### config.mk
export PLATFORM = sky130hd
export DESIGN_NAME = riscv_multicycle_control
export DESIGN_NICKNAME = d
export VERILOG_FILES = /design/src/rtl/riscv_multicycle_control.sv
export SDC_FILE = /design/constraint.sdc
export NUM_CORES = 1
export LEC_CHECK = 0
export BUFFER_PORTS_ARGS = -buffer_cell sky130_fd_sc_hd__buf_4
export CAP_MARGIN = 30
export CORE_MARGIN = 5
export CORE_UTILIZATION = 26
export CTS_CLUSTER_SIZE = 8
export DETAILED_ROUTE_END_ITERATION = 7
export SLEW_MARGIN = 20
export SYNTH_ARGS = -nofsm -noshare
export SYNTH_HDL_FRONTEND = slang
export SYNTH_SLANG_ARGS = --single-unit
### constraint.sdc
create_clock -name clk -period 12.6 [get_ports clk]
set_input_delay 2.52 -clock clk [delete_from_list [all_inputs] [get_ports clk]]
set_output_delay 2.52 -clock clk [all_outputs]
set_load 0.01 [all_outputs]
### src/rtl/riscv_multicycle_control.sv
// Multi-cycle control FSM for the 64-bit load/store/ALU/branch datapath.
// Optional performance counters are enabled by defining CONTROL_PERF_CNT_EN.
module riscv_multicycle_control #(
    parameter logic [63:0] PC_RESET = 64'h0,
    parameter logic [63:0] PC_STEP  = 64'd4
) (
    input  logic        clk,
    input  logic        reset,
    input  logic [31:0] instruction,
    input  logic        instr_valid,
    output logic        instr_ready,
    input  logic        selectedFlag,
    output logic [63:0] immediate,
    output logic [4:0]  readRegister1,
    output logic [4:0]  readRegister2,
    output logic [4:0]  writeRegister,
    output logic [2:0]  funct3,
    output logic        writeEnable_DataMemory,
    output logic        writeEnable_Registers,
    output logic        muxSelect_SumVsReadData,
    output logic        muxSelect_ImmVsDataout2,
    output logic        SumOrSub,
    output logic [63:0] pc,
    output logic        busy,
    output logic        illegal
`ifdef CONTROL_PERF_CNT_EN
    ,
    output logic [31:0] cycle_count,
    output logic [31:0] instret_count
`endif
);

    typedef enum logic [2:0] {FETCH, DECODE, EXEC, MEM, WB} state_t;
    typedef enum logic [2:0] {
        CLS_LD, CLS_SD, CLS_ADDI, CLS_RTYPE, CLS_BRANCH, CLS_ILLEGAL
    } opClass_t;

    state_t      state;
    state_t      stateNext;
    logic [31:0] ir;
    logic [63:0] pcNext;
    opClass_t    irClass;
    opClass_t    capClass;
    logic        capture;
    logic        retire;

    function automatic opClass_t classify(input logic [31:0] w);
        opClass_t c;
        c = CLS_ILLEGAL;
        case (w[6:0])
            7'b0000011: if (w[14:12] == 3'b011) c = CLS_LD;
            7'b0100011: if (w[14:12] == 3'b011) c = CLS_SD;
            7'b0010011: if (w[14:12] == 3'b000) c = CLS_ADDI;
            7'b0110011:
                if (w[14:12] == 3'b000 &&
                    (w[31:25] == 7'b0000000 || w[31:25] == 7'b0100000))
                    c = CLS_RTYPE;
            7'b1100011:
                if (w[14:12] != 3'b010 && w[14:12] != 3'b011) c = CLS_BRANCH;
            default: c = CLS_ILLEGAL;
        endcase
        return c;
    endfunction

    function automatic logic [63:0] decodeImm(input logic [31:0] w, input opClass_t c);
        logic [63:0] v;
        v = '0;
        case (c)
            CLS_LD, CLS_ADDI: v = {{52{w[31]}}, w[31:20]};
            CLS_SD:           v = {{52{w[31]}}, w[31:25], w[11:7]};
            CLS_BRANCH:       v = {{51{w[31]}}, w[31], w[7], w[30:25], w[11:8], 1'b0};
            default:          v = '0;
        endcase
        return v;
    endfunction

    assign irClass  = classify(ir);
    assign capClass = classify(instruction);
    assign capture  = (state == FETCH) && instr_valid;

    assign instr_ready   = (state == FETCH);
    assign busy          = (state != FETCH);
    assign readRegister1 = ir[19:15];
    assign readRegister2 = ir[24:20];
    assign writeRegister = ir[11:7];
    assign funct3        = ir[14:12];

    always_ff @(posedge clk or posedge reset) begin
        if (reset) begin
            state <= FETCH;
            pc    <= PC_RESET;
        end else begin
            state <= stateNext;
            pc    <= pcNext;
        end
    end

    always_comb begin
        stateNext = state;
        pcNext    = pc;
        case (state)
            FETCH: if (instr_valid) stateNext = DECODE;
            DECODE: begin
                if (irClass == CLS_ILLEGAL) begin
                    stateNext = FETCH;
                    pcNext    = pc + PC_STEP;
                end else begin
                    stateNext = EXEC;
                end
            end
            EXEC: begin
                case (irClass)
                    CLS_BRANCH: begin
                        stateNext = FETCH;
                        pcNext    = pc + (selectedFlag ? immediate : PC_STEP);
                    end
                    CLS_LD, CLS_SD: stateNext = MEM;
                    default:        stateNext = WB;
                endcase
            end
            MEM: begin
                if (irClass == CLS_SD) begin
                    stateNext = FETCH;
                    pcNext    = pc + PC_STEP;
                end else begin
                    stateNext = WB;
                end
            end
            WB: begin
                stateNext = FETCH;
                pcNext    = pc + PC_STEP;
            end
            default: stateNext = FETCH;
        endcase
    end

    assign retire = (state != FETCH) && (stateNext == FETCH) && (irClass != CLS_ILLEGAL);

    // Decoded fields are taken from the incoming word on the capture edge so
    // they are already valid during DECODE.
    always_ff @(posedge clk or posedge reset) begin
        if (reset) begin
            ir                      <= '0;
            immediate               <= '0;
            muxSelect_ImmVsDataout2 <= 1'b0;
            muxSelect_SumVsReadData <= 1'b0;
            SumOrSub                <= 1'b0;
            illegal                 <= 1'b0;
        end else begin
            illegal <= capture && (capClass == CLS_ILLEGAL);
            if (capture) begin
                ir                      <= instruction;
                immediate               <= decodeImm(instruction, capClass);
                muxSelect_ImmVsDataout2 <= (capClass == CLS_LD) || (capClass == CLS_SD) ||
                                           (capClass == CLS_ADDI);
                muxSelect_SumVsReadData <= (capClass != CLS_LD);
                SumOrSub                <= (capClass == CLS_BRANCH) ||
                                           ((capClass == CLS_RTYPE) && instruction[30]);
            end
        end
    end

    // Strobes are loaded from the next state so they are high exactly in MEM/WB.
    always_ff @(posedge clk or posedge reset) begin
        if (reset) begin
            writeEnable_DataMemory <= 1'b0;
            writeEnable_Registers  <= 1'b0;
        end else begin
            writeEnable_DataMemory <= (stateNext == MEM) && (irClass == CLS_SD);
            writeEnable_Registers  <= (stateNext == WB) && (ir[11:7] != 5'd0);
        end
    end

`ifdef CONTROL_PERF_CNT_EN
    always_ff @(posedge clk or posedge reset) begin
        if (reset) begin
            cycle_count   <= '0;
            instret_count <= '0;
        end else begin
            cycle_count <= cycle_count + 32'd1;
            if (retire) instret_count <= instret_count + 32'd1;
        end
    end
`else
    logic unusedRetire;
    assign unusedRetire = retire;
`endif

endmodule

==> Word level (Yosys, flattened, before mapping) <==
Cells that the tools add are included.
{ "op_classes": {"reduce_logical": 28, "eq_ne": 35, "n_mux": 23, "add_sub_neg": 2} }
{ "ops": {"columns": ["op", "n"], "rows": [
  ["64-bit 2-to-1 mux", 4],
  ["64-bit one-hot mux with 4 select lines", 1],
  ["64-bit one-hot mux with 3 select lines", 1],
  ["64-bit by 3-bit adder with 64-bit output, second input constant", 1],
  ["64-bit adder", 1],
  ["7-bit by 6-bit equality test with 1-bit output, second input constant", 6],
  ["3-bit 2-to-1 mux", 10],
  ["3-bit one-hot mux with 5 select lines", 2],
  ["3-bit by 2-bit equality test with 1-bit output, second input constant", 7],
  ["3-bit equality test, second input constant", 6],
  ["3-bit zero test", 5],
  ["7-bit by 2-bit equality test with 1-bit output, second input constant", 2],
  ["7-bit by 5-bit equality test with 1-bit output, second input constant", 2],
  ["7-bit equality test, second input constant", 2],
  ["7-bit zero test", 2],
  ["3-bit by 2-bit inequality test with 1-bit output, second input constant", 4],
  ["3-bit one-hot mux with 4 select lines", 1],
  ["3-bit by 1-bit equality test with 1-bit output, second input constant", 3],
  ["1-bit logical AND", 9],
  ["2-bit inequality test, second input constant", 3],
  ["3-bit one-hot mux with 2 select lines", 1],
  ["3-bit nonzero test", 2],
  ["1-bit logical OR", 5],
  ["5-bit nonzero test", 1],
  ["5 further kinds", 7]
]} }
{ "word_totals": {"reg_bits": 169, "word_cells": 98} }

==> Depth between registers and ports, before layout <==
{ "logic_depth": {"ltp_word": 11, "ltp_mapped": 14, "ltp_nobuf": 13} }

==> Least setup slack after synthesis <==
No wires, ideal clock.
{ "synth_path": {"path_type": "input -> register", "from": "in selectedFlag", "to": "reg pc[57]", "setup_slack_ps": 6187, "n_path_buf": 1, "arrival_ps": 6282, "setup_ps": 131, "cell_stages": 13, "path_cell_list": "and2_1 > ha_1 > buf_2 > a21oi_2 > o21ai_1 > a211o_1 > a211oi_1 > nor3_1 > a31o_2 > a31oi_2 > o221ai_1 > nor4b_1 > or3_1"} }
{ "synth_via": {"elab_chain_cells": 4} }
{ "synth_rtl": {"columns": ["element", "line", "rtl"], "rows": [
  ["start: declaration", "12", "input logic selectedFlag,"],
  ["64-bit 2-to-1 mux", "115", "pcNext = pc + (selectedFlag ? immediate : PC_STEP);"],
  ["64-bit adder", "115", null],
  ["64-bit 2-to-1 mux", "112", "case (irClass)"],
  ["64-bit one-hot mux with 4 select lines", "101", "case (state)"],
  ["end signal: assignment", "94", "pc <= pcNext;"],
  ["end: declaration", "23", "output logic [63:0] pc,"]
]} }
Every way passes these cells. The select of a mux whose other input is x is not followed.
A chain may end at the register's enable or synchronous reset.

==> Worst setup path in the final report <==
Same ends and word-level chain as after synthesis.

==> reports/results.ini <==
[outcome]
run_status=finished clean

[detailed_routing]
drc=0
wl_cell_um=18.5
drtAntennaViolNets=0
drt_pass1_iterations=5
routed-via-count=10400
viasPerCell=5.30
initialDrtViolationCount=662
drt_wl_total_mm=36.2

[critical_path]
critical_path_depth=14
cp-end-kind=flop
cp_cell_sequence=buf_4 > and2_2 > buf_4 > ha_1 > a21oi_2 > o21ai_1 > a211o_1 > a211oi_1 > nor3_1 > a31o_2 > a31oi_2 > o221ai_1 > nor4b_1 > or3_1
critPathLaunchType=input port
critical-path-top-cell-by-count=buf_4
top_delay_family_on_crit_path=compound AO/OA/AOI/OAI gates
cp_slowest_stage_delay_ns=0.51
slowest_stage=a211oi_1
crit_fanout=52
timing.critical_path.buf_inv=2
crit_required_ns=12.93
critical_path_class=input port to flop
worst-r2r-cell-count=13
cp_data_arrival_time_ns=6.42

[synthesis]
synth-adder-area-share=0.0778
synth.top_cells.by_area=dfrtp_1 28%, a21oi_1 7.7%, ha_1 7.6%
synth_compound_area_frac=0.268
number_of_distinct_library_cells_after_synthesis=78
synth_enable_flop_cells=0
synth_simple_gate_area_share=0.211
synth_top_family_by_area=compound AO/OA/AOI/OAI gates
ys_seq_elements=117
synth_warnings=0
async_flop_share=1.00
synth.avg_cell_area_um2=7.92
syn_nets=1434
ys_dominant_reg_cell=dfrtp_1
muxShareOfSynthArea=0.0360
largest_area_contributor_in_the_synthesized_netlist=dfrtp_1
post_synth_inst_count=1333
post_synth_xor_area_fraction=0.0490
yosysTopAreaCellShare=0.277
synth_area_um2=10600
synth_sequential_area_ratio=0.277

[timing]
grt_setup_unrepaired=no
fmax_mhz=164
timing.max_slew.rel_slack=0.335
setup_viol=0
min_period_ns=6.09
setup_tns_ns=0
worstMarginPinSlew_ns=0.997
finalMaxSlewViolations=0
finalClockSkew_ns=0.0147
final-hold-violation-count=0
post-route-period-util=0.483

[grt]
gr-usage-met1=0.210
track_usage=0.159
globalRouteMet3Util=0.0442
globalRouteOverflowTotal=0
grt_pass1_wl_mm=57.2
grt_pass1_vias=10100
grt_antenna_before_repair=1
gr-max-usage-layer=met2
met2_global_route_usage=0.257
grt_max_degree=71

[placed_design]
portBuffers=189
detailedPlacementHpwl_mm=27.7
gp_congestion=0.904
detailed_place.area_um2=12000

[floorplan]
die_area_um2=44700
core-area_um2=39900
start_util=0.264
std_cell_rows=73
boundaryPins=190
die_width_um=211
die-height_um=211

[layout]
total_of_fill_cells_in_the_finished_design=4222
n_antenna_cell=0
drive_above_1_share=0.202
syn2layout_area_growth_pct=19.1
fin_nets=1522
design_area_um2=12600

[hold_path]
timing.hold.worst_path_depth=1
hp-class=flop to flop

[cts]
clkSlewWorstSetupHoldPaths_ns=0.07
clock_sinks=117
cts_made_buffers=17
tritoncts=yes
ctsHtreeMaxLevel=4
clock_latency_of_the_later_clocked_register_in_the_worst_skew_pair_ns=0.45
cts_setup_buffers=0
cts-root-to-sink-buffers=2
post_cts_resize_count=0
cts_hold_buf=0
cts_root_buffer=clkbuf_16

[power_and_ir_drop]
power.static_leakage_nw=5.63
power.ir.vdd_worst_uv=98.6
power.total_w=0.00128
power.density_cell_area_nw_per_um2=102

[flow_run]
cap_viol_max_count=0

logic make-up after synthesis:
logic type	count (synthesis)
and+or+nand+nor	459
xor gates and xnor gates	59
adders and majority gates	65
muxes	34
buffers and inverters	153
AOI/OAI and AO/OA	446
DFF	117
sequential cells by signal (all words and copies together), names as in the netlist:
name / flops
pc: 64
ir: 31
immediate: 13
state: 3
SumOrSub: 1
illegal: 1
muxSelect_ImmVsDataout2: 1
muxSelect_SumVsReadData: 1
writeEnable_DataMemory: 1
writeEnable_Registers: 1
layer usage:
| layer | part of all wire | vias up |
|---|---|---|
| li1 | - | 5052 |
| met1 | 0.45 | 4944 |
| met2 | 0.46 | 350 |
| met3 | 0.071 | 44 |
| met4 | 0.017 | 0 |
| met5 | 0 | - |
area by class of cell:
class | instances | area, um^2 | area share
sequential | 117 | 2930 | 0.233
clock inverter | 15 | 136 | 0.0109
tap | 525 | 657 | 0.0523
inverter | 19 | 73.8 | 0.00587
clock buffer | 17 | 425 | 0.0338
timing repair buffer | 203 | 1550 | 0.124
multi-input combinational | 1063 | 6800 | 0.541
synthesized netlist by cell type, types with 5 or more instances:
cell type	count
nor4_1	6
xnor2_1	31
nand2b_1	8
buf_2	7
and3_1	16
clkbuf_1	55
a22oi_1	5
o22ai_1	19
a21o_1	28
o21a_1	13
o21ai_1	17
nand2_1	162
a31oi_1	12
nor3_1	33
inv_1	18
o21bai_1	14
nor2_1	83
a21oi_1	162
nand4_1	34
a211oi_1	16
xor2_1	28
ha_1	64
a311oi_1	6
nand3_1	45
nor2b_1	11
nor3b_1	5
a22o_1	16
and4_1	8
or4_1	5
a221oi_1	6
buf_4	70
dfrtp_1	117
o31ai_1	7
o211ai_1	5
o21ai_0	68
mux2_2	32
and2_1	27
stage by stage:
| stage | hold WS (ns) | worst slack, ns | util | std cells |
|---|---|---|---|---|
| floorplan | 0.470 | 6.19 | - | 1333 |
| global placement | 0.465 | 6.12 | 0.300 | 1924 |
| detailed placement | 0.476 | 6.00 | 0.301 | 1926 |
| CTS | 0.498 | 6.47 | 0.315 | 1958 |
| global route | 0.517 | 6.20 | 0.315 | 1959 |
| finish | 0.496 | 6.51 | 0.315 | 1959 |
report_power, final:
part / total (W) / switching (W) / internal [W]
logic: 0.000324 / 0.000183 / 0.000141
registers: 0.000476 / 0.0000597 / 0.000417
clock network: 0.000485 / 0.000224 / 0.000260
total: 0.00128 / 0.000467 / 0.000818
layout by cell type (no fill, tap or decap), types with 14 or more instances in the layout:
master and n:
a211oi_1 16, a21o_1 28, a21oi_1 162, a22o_1 16, and2_1 25, and3_1 16
buf_4 200, clkbuf_16 17, dfrtp_1 117, ha_1 64, inv_1 17, mux2_2 32
nand2_1 161, nand3_1 45, nand4_1 34, nor2_1 82, nor3_1 33, o21ai_0 68
o21ai_1 17, o21bai_1 14, o22ai_1 19, xnor2_1 31, xor2_1 28
worst paths after layout:
path                                                     startpoint                             endpoint  slack (ns)
worst max-delay path                                   selectedFlag                   pc[57]$_DFFE_PP0P_        6.51
worst min-delay path            muxSelect_SumVsReadData$_DFFE_PP0P_  muxSelect_SumVsReadData$_DFFE_PP0P_        0.50
worst max register to register            immediate[62]$_DFFE_PP0P_                   pc[57]$_DFFE_PP0P_        8.40
worst min register to register  muxSelect_SumVsReadData$_DFFE_PP0P_  muxSelect_SumVsReadData$_DFFE_PP0P_        0.50
max in group asynchronous                                     reset                    pc[6]$_DFFE_PP0P_        9.24
min in group asynchronous                                     reset                   pc[57]$_DFFE_PP0P_        2.14
Note: power is estimated with default switching activity, not from simulation.
